### src/rtl/loader_pkg.sv
// Shared types and constants for the boot-time program loader.
// LOADER_CHECKSUM_EN adds the CHECK state for the trailing checksum byte.
package loader_pkg;

    localparam int unsigned LOADER_LEN_BYTES = 2;
    localparam int unsigned DATA_BYTES       = 2;

    typedef enum logic [3:0] {
        StIdle,
        StLenHi,
        StLenLo,
        StDataHi,
        StDataLo,
        StWrite,
`ifdef LOADER_CHECKSUM_EN
        StCheck,
`endif
        StDone,
        StError
    } loader_state_e;

endpackage

### src/rtl/program_loader.sv
// Loads a length-prefixed big-endian byte stream into instruction memory, holding the CPU in reset.
// Define LOADER_CHECKSUM_EN to require a trailing XOR checksum byte.
import loader_pkg::*;

module program_loader #(
    parameter int unsigned ADDR_WIDTH = 10,
    parameter int unsigned DATA_WIDTH = 16
) (
    input  logic                  clk,
    input  logic                  reset,
    input  logic                  start,
    input  logic                  in_valid,
    input  logic [7:0]            in_data,
    output logic                  in_ready,
    output logic                  mem_we,
    output logic [ADDR_WIDTH-1:0] mem_addr,
    output logic [DATA_WIDTH-1:0] mem_wdata,
    output logic                  cpu_hold,
    output logic                  busy,
    output logic                  done,
    output logic                  error
);

    localparam int unsigned LenW = LOADER_LEN_BYTES * 8;
    localparam int unsigned CntW = ADDR_WIDTH + 1;
    localparam int unsigned HiW  = (DATA_BYTES - 1) * 8;
    localparam logic [LenW-1:0] MaxLen = LenW'(2 ** ADDR_WIDTH);

`ifdef LOADER_CHECKSUM_EN
    localparam loader_state_e StFinal = StCheck;
`else
    localparam loader_state_e StFinal = StDone;
`endif

    loader_state_e         state_q, state_d;
    logic [LenW-1:0]       len_q, len_d;
    logic [HiW-1:0]        hi_q, hi_d;
    logic [CntW-1:0]       cnt_q, cnt_d;
    logic [ADDR_WIDTH-1:0] addr_q, addr_d;
    logic [DATA_WIDTH-1:0] wdata_q, wdata_d;
    logic                  byte_fire;
    logic                  start_ok;
    logic [LenW-1:0]       len_in;
    logic [CntW-1:0]       cnt_inc;

    assign byte_fire = in_valid && in_ready;
    assign start_ok  = start && (state_q inside {StIdle, StDone, StError});
    assign len_in    = LenW'({hi_q, in_data});
    assign cnt_inc   = cnt_q + CntW'(1);

`ifdef LOADER_CHECKSUM_EN
    logic [7:0] csum_q, csum_d;
    logic       csum_ok;

    // Accumulate every length and data byte; the checksum byte itself is excluded.
    always_comb begin
        csum_d = csum_q;
        if (start_ok) begin
            csum_d = '0;
        end else if (byte_fire && state_q != StCheck) begin
            csum_d = csum_q ^ in_data;
        end
    end

    always_ff @(posedge clk) begin
        if (reset) csum_q <= '0;
        else       csum_q <= csum_d;
    end

    assign csum_ok = (in_data == csum_q);
`endif

    always_comb begin
        state_d  = state_q;
        len_d    = len_q;
        hi_d     = hi_q;
        cnt_d    = cnt_q;
        addr_d   = addr_q;
        wdata_d  = wdata_q;
        in_ready = 1'b0;
        mem_we   = 1'b0;
        unique case (state_q)
            StIdle, StDone, StError: begin
                if (start_ok) begin
                    state_d = StLenHi;
                    cnt_d   = '0;
                    addr_d  = '0;
                end
            end
            StLenHi: begin
                in_ready = 1'b1;
                if (byte_fire) begin
                    hi_d    = HiW'(in_data);
                    state_d = StLenLo;
                end
            end
            StLenLo: begin
                in_ready = 1'b1;
                if (byte_fire) begin
                    len_d = len_in;
                    if (len_in > MaxLen)     state_d = StError;
                    else if (len_in == '0)   state_d = StFinal;
                    else                     state_d = StDataHi;
                end
            end
            StDataHi: begin
                in_ready = 1'b1;
                if (byte_fire) begin
                    hi_d    = HiW'(in_data);
                    state_d = StDataLo;
                end
            end
            StDataLo: begin
                in_ready = 1'b1;
                if (byte_fire) begin
                    wdata_d = DATA_WIDTH'({hi_q, in_data});
                    state_d = StWrite;
                end
            end
            StWrite: begin
                mem_we = 1'b1;
                cnt_d  = cnt_inc;
                // Wraps to 0 only after word 1023 of a full-depth image; no write follows.
                addr_d = addr_q + ADDR_WIDTH'(1);
                if (LenW'(cnt_inc) < len_q) state_d = StDataHi;
                else                        state_d = StFinal;
            end
`ifdef LOADER_CHECKSUM_EN
            StCheck: begin
                in_ready = 1'b1;
                if (byte_fire) state_d = csum_ok ? StDone : StError;
            end
`endif
            default: state_d = StIdle;
        endcase
    end

    always_ff @(posedge clk) begin
        if (reset) begin
            state_q <= StIdle;
            len_q   <= '0;
            hi_q    <= '0;
            cnt_q   <= '0;
            addr_q  <= '0;
            wdata_q <= '0;
        end else begin
            state_q <= state_d;
            len_q   <= len_d;
            hi_q    <= hi_d;
            cnt_q   <= cnt_d;
            addr_q  <= addr_d;
            wdata_q <= wdata_d;
        end
    end

    assign mem_addr  = addr_q;
    assign mem_wdata = wdata_q;
    assign cpu_hold  = !(state_q inside {StIdle, StDone});
    assign busy      = !(state_q inside {StIdle, StDone, StError});
    assign done      = (state_q == StDone);
    assign error     = (state_q == StError);

endmodule

### config.mk
export PLATFORM = sky130hd
export DESIGN_NAME = program_loader
export DESIGN_NICKNAME = d
export VERILOG_FILES = /design/src/rtl/loader_pkg.sv /design/src/rtl/program_loader.sv
export SDC_FILE = /design/constraint.sdc
export NUM_CORES = 1
export LEC_CHECK = 0
export CAP_MARGIN = 10
export CORE_ASPECT_RATIO = 0.9
export CORE_MARGIN = 2
export CORE_UTILIZATION = 45
export CTS_BUF_LIST = sky130_fd_sc_hd__clkbuf_2
export DETAILED_ROUTE_END_ITERATION = 10
export HOLD_SLACK_MARGIN = 0.08
export PLACE_DENSITY = 0.77
export REMOVE_ABC_BUFFERS = 1
export SETUP_SLACK_MARGIN = 0.2
export SKIP_CTS_REPAIR_TIMING = 1
export SLEW_MARGIN = 30
export SYNTH_ARGS = -nofsm -noshare
export SYNTH_HDL_FRONTEND = slang
export SYNTH_SLANG_ARGS = --single-unit
export TNS_END_PERCENT = 20
### constraint.sdc
create_clock -name clk -period 5.76 [get_ports clk]
set_clock_uncertainty 0.2 [all_clocks]
set_input_delay 1.44 -clock clk [delete_from_list [all_inputs] [get_ports clk]]
set_output_delay 1.44 -clock clk [all_outputs]
set_load 0.05 [all_outputs]
# Word-level counts from Yosys, hierarchy flattened
# Cells that the tools add are included.
[totals]
regBits = 65
out_inout_bits = 32
[classes]
addsub = 2
n_lt_le_gt_ge = 2
eq_ne = 12
n_mux = 15
reduce_logical = 17
[op_table]
columns = ["cell", "count"]
rows = [
  ["$pmux 4 s6", 1],
  ["$pmux 11 s2", 1],
  ["$mux 4", 5],
  ["$pmux 10 s2", 1],
  ["$eq 4x3->1 const B", 4],
  ["$gt 16x11->1 const B", 1],
  ["$logic_not 16->1", 1],
  ["$lt 11x16->1", 1],
  ["$add 11x1->11 const B", 1],
  ["$mux 11", 1],
  ["$add 10x1->10 const B", 1],
  ["$mux 10", 1],
  ["$ne 2x2->1 const B", 5],
  ["$mux 3", 3],
  ["$eq 4x2->1 const B", 2],
  ["$reduce_and 2->1", 4],
  ["$reduce_and 5->1", 1],
  ["$eq 4x1->1 const B", 1],
  ["$logic_not 4->1", 1],
  ["$reduce_bool 2->1", 2],
  ["$reduce_or 4->1", 1],
  ["$reduce_bool 3->1", 1],
  ["$reduce_or 3->1", 1],
  ["$logic_and 1x1->1", 2],
  ["other kinds (3)", 5],
]

# Longest topological paths before layout
[depth]
depth_word = 6
ltp_mapped = 12

# Least setup slack after synthesis
# OpenSTA, ideal clock, no wires.
[synth_timing]
kind = "flip-flop to output port"
from = "register state_q[2]"
to = "output busy"
t_arrival_ns = 1.915
required_time_ns = 4.120
slack_ns = 2.205
path_stages_with_launch = 6
path_cell_list = "dfxtp_1 buf_2 buf_2 nand2_1 a21o_1 nor2b_1"
[synth_via]
elab_chain_cells = 3
elab_cells_between_ends = 5
[synth_lines]
columns = ["item", "line", "rtl"]
rows = [
  ["from (decl)", "program_loader.sv:35", "loader_state_e state_q, state_d;"],
  ["from (signal assigned)", "program_loader.sv:140", "state_q <= StIdle;"],
  ["from (signal assigned)", "program_loader.sv:147", "state_q <= state_d;"],
  ["$eq 4x3->1 or $logic_not 4->1 (tied branches)", "program_loader.sv:159", "assign busy = !(state_q inside {StIdle, StDone, StError});"],
  ["$reduce_bool 3->1 (*)", "program_loader.sv:159", ""],
  ["$logic_not 1->1 (*)", "program_loader.sv:159", ""],
  ["to (decl)", "program_loader.sv:19", "output logic busy,"],
]
# Every way passes the cells marked *; elsewhere a longest branch is shown, timed or not.

# Final worst setup path
# Same ends and word-level chain as after synthesis.

==> results by group <==
Global routing
  – Grt ovf: 0
  – Vias in the first global route: 2,482
  – Tot GR Track Use: 0.183
  – Largest net degree at the start of global routing: 49
  – First-pass GRT wire length: 11,300 um
  – Antenna violations before repair: 0

Floorplan
  – Die Area: 7690 um2
  – CORE AREA: 6690 um2
  – Die Y: 83.4 um
  – # rows: 28
  – I/O pin count: 44
  – Starting Density: 0.471
  – Die width: 92.2 um

Setup path
  – Critical path class: reg -> out
  – Critical path arrival: 2580 ps
  – CP required: 4120 ps
  – CP Max Fanout: 22
  – Critical Path Source Type: flop
  – CP Capture Type: output port

Logic synthesis
  – Simple-Gate Fraction of Synth Area: 0.252
  – Area leader, netlist: dfxtp_1
  – Most frequent cell after synthesis: nand2_1
  – Post-synthesis sequential area ratio: 0.406
  – Synth Register Bits: 64
  – Proportion of synthesized area in mux cells: 0.0254
  – Largest family of logic cells by synthesized area: simple AND/OR/NAND/NOR gates
  – Top cells by count, synth: nand2_1 (74), dfxtp_1 (64), a21oi_1 (47)
  – Netlist cell types: 44
  – Synth area leaders: dfxtp_1 (41%), nand2_1 (8.8%), a21oi_1 (7.5%)
  – Adder-cell share of the synthesized area: 0.0516
  – Compound-Gate Fraction of Synth Area: 0.167
  – Mapped Area: 3150 um2
  – Top_reg_cell synth: dfxtp_1
  – Post-Synthesis Cells: 400
  – Area share of the largest cell type after synthesis: 0.406
  – Yosys warns: 0
  – Syn_area_per_cell: 7.88 um2
  – EDFF count, synth: 0
  – Asr flop ratio synth: 0
  – XOR/XNOR share of the synthesized area: 0.0500

CTS
  – Worst-Skew Late Latency: 500 ps
  – CTS tree: yes
  – Sinks on the clock net: 64
  – Total CTS buffers: 9
  – H-tree Lvls: 3
  – Clock slew seen by the registers of the worst setup and hold paths: 180 ps
  – CTS Buffer Depth: 2
  – CTS root buf: clkbuf_2

Job
  – # Max-Cap Violations: 0

STA
  – Final Slew Violations: 0
  – Headroom to the max-slew limit: 0.418
  – RSZ-0062 raised after global routing: no
  – Tightest Pin Transition: 873 ps
  – Period minus WS final: 4220 ps
  – Final worst path period share: 0.733
  – Final setup fails: 0
  – Max Freq: 237 MHz
  – Post-route setup slack: 1540 ps
  – Hold Fails Final Rpt: 0
  – Setup TNS: 0 ps

Layout
  – Antenna Cells: 0
  – Area delta synth->final: 18.1%
  – Share of layout cells above drive strength 1: 0.0526
  – Nets: 458

Drt
  – WL met3: 276 um
  – Met2 wire length: 3130 um
  – Drt drc: 0
  – Via count: 2,838
  – Drt via density: 5.39
  – Antenna viol nets, final: 0
  – Drt pass-1 iters: 4
  – DRT iter0 DRCs: 141
  – Drt total wl: 6820 um
  – Top Metal Used: met4
  – M1 WL: 3280 um
  – Drt wl/cell: 12.9 um

Place
  – RD Place Congestion: 0.803
  – Pre-CTS setup slack: 2100 ps
  – Port bufs: 43
  – Dpl hpwl: 4850 um

Power
  – Leak: 1.41 nW
  – Worst-case vdd ir drop: 0.000147 V
  – PD cells: 252 nW/um2

Status
  – Outcome: complete, no violations

Min path
  – Min-Delay Path Class: reg -> reg
-- cell families after synthesis --
logic type / Yosys count
and+or+nand+nor: 174
AOI/OAI and AO/OA: 87
DFF: 64
buffers and inverters: 36
xor gates and xnor gates: 18
adders and majority gates: 13
muxes: 8
-- worst max-delay path, cell delays in order (launching register included) --
cell and delay (ps):
dfxtp_1 790, nor2_1 160, inv_1 80, a21o_1 120
nor2b_1 120, clkdlybuf4s50_1 800
-- per-stage QoR --
step                hold WS, ps  area (um2)  cells  utilization  total power, W
floorplan                   225        3060    378            -        0.000596
global placement            240        3600    512        0.538        0.000654
detailed placement          244        3600    512        0.538        0.000657
CTS                         262        3720    527        0.557        0.000944
global route                280        3720    527        0.557        0.000986
finish                      262        3720    527        0.557        0.000940
-- state kept, by name (all words and copies together), names as in the netlist --
register / flops
state_q: 3
cnt_q: 11
mem_addr: 10
mem_wdata: 16
hi_q: 8
len_q: 16
-- per-layer routing --
metal,track usage,vias to the layer above
li1,-,1443
met1,0.247,1328
met2,0.270,55
met3,0.0599,12
met4,0.0678,0
met5,0,-
-- final cells by class --
class / instances / area (um2)
multi-input cells: 300 / 1720
inverters: 14 / 52.6
clock inverters: 5 / 72.6
well taps: 90 / 113
fillers: 627 / 2970
flip-flops and latches: 64 / 1280
clock buffers: 10 / 50.0
repair buffers: 44 / 433
-- final timing paths --
kind                 startpoint            end  slack (ps)  depth (start not counted)
setup / recovery     state_q[2]           busy        1540                          5
hold / removal    mem_wdata[13]  mem_wdata[13]         260                          2
setup reg to reg       cnt_q[2]     state_q[0]        2790                         10
hold reg to reg   mem_wdata[13]  mem_wdata[13]         260                          2
-- cells in the final DEF, fill, tap and decap left out, types with 2 or more instances in the layout --
master	n
a211o_1	2
a211oi_1	2
a211oi_2	2
a21o_1	3
a21oi_1	47
a22oi_1	4
a311oi_1	2
and3_1	11
bufinv_16	2
clkbuf_2	10
clkdlybuf4s50_1	42
clkinv_1	2
dfxtp_1	64
ha_1	13
inv_1	13
mux2i_1	8
nand2_1	74
nand2b_1	2
nand3_1	11
nand3b_1	3
nand4_1	6
nor2_1	45
nor3_1	5
nor3b_1	3
nor4_1	4
o21ai_0	13
o21ai_1	2
o22ai_1	2
or3_1	3
or4_1	2
xnor2_1	7
xor2_1	11
-- power by group --
part / internal (W) / switching [W] / total [W]
registers: 0.000453 / 0.0000182 / 0.000472
logic: 0.0000656 / 0.000111 / 0.000177
clock network: 0.000140 / 0.000152 / 0.000292
total: 0.000659 / 0.000281 / 0.000940
(Power assumes the default switching activity.)
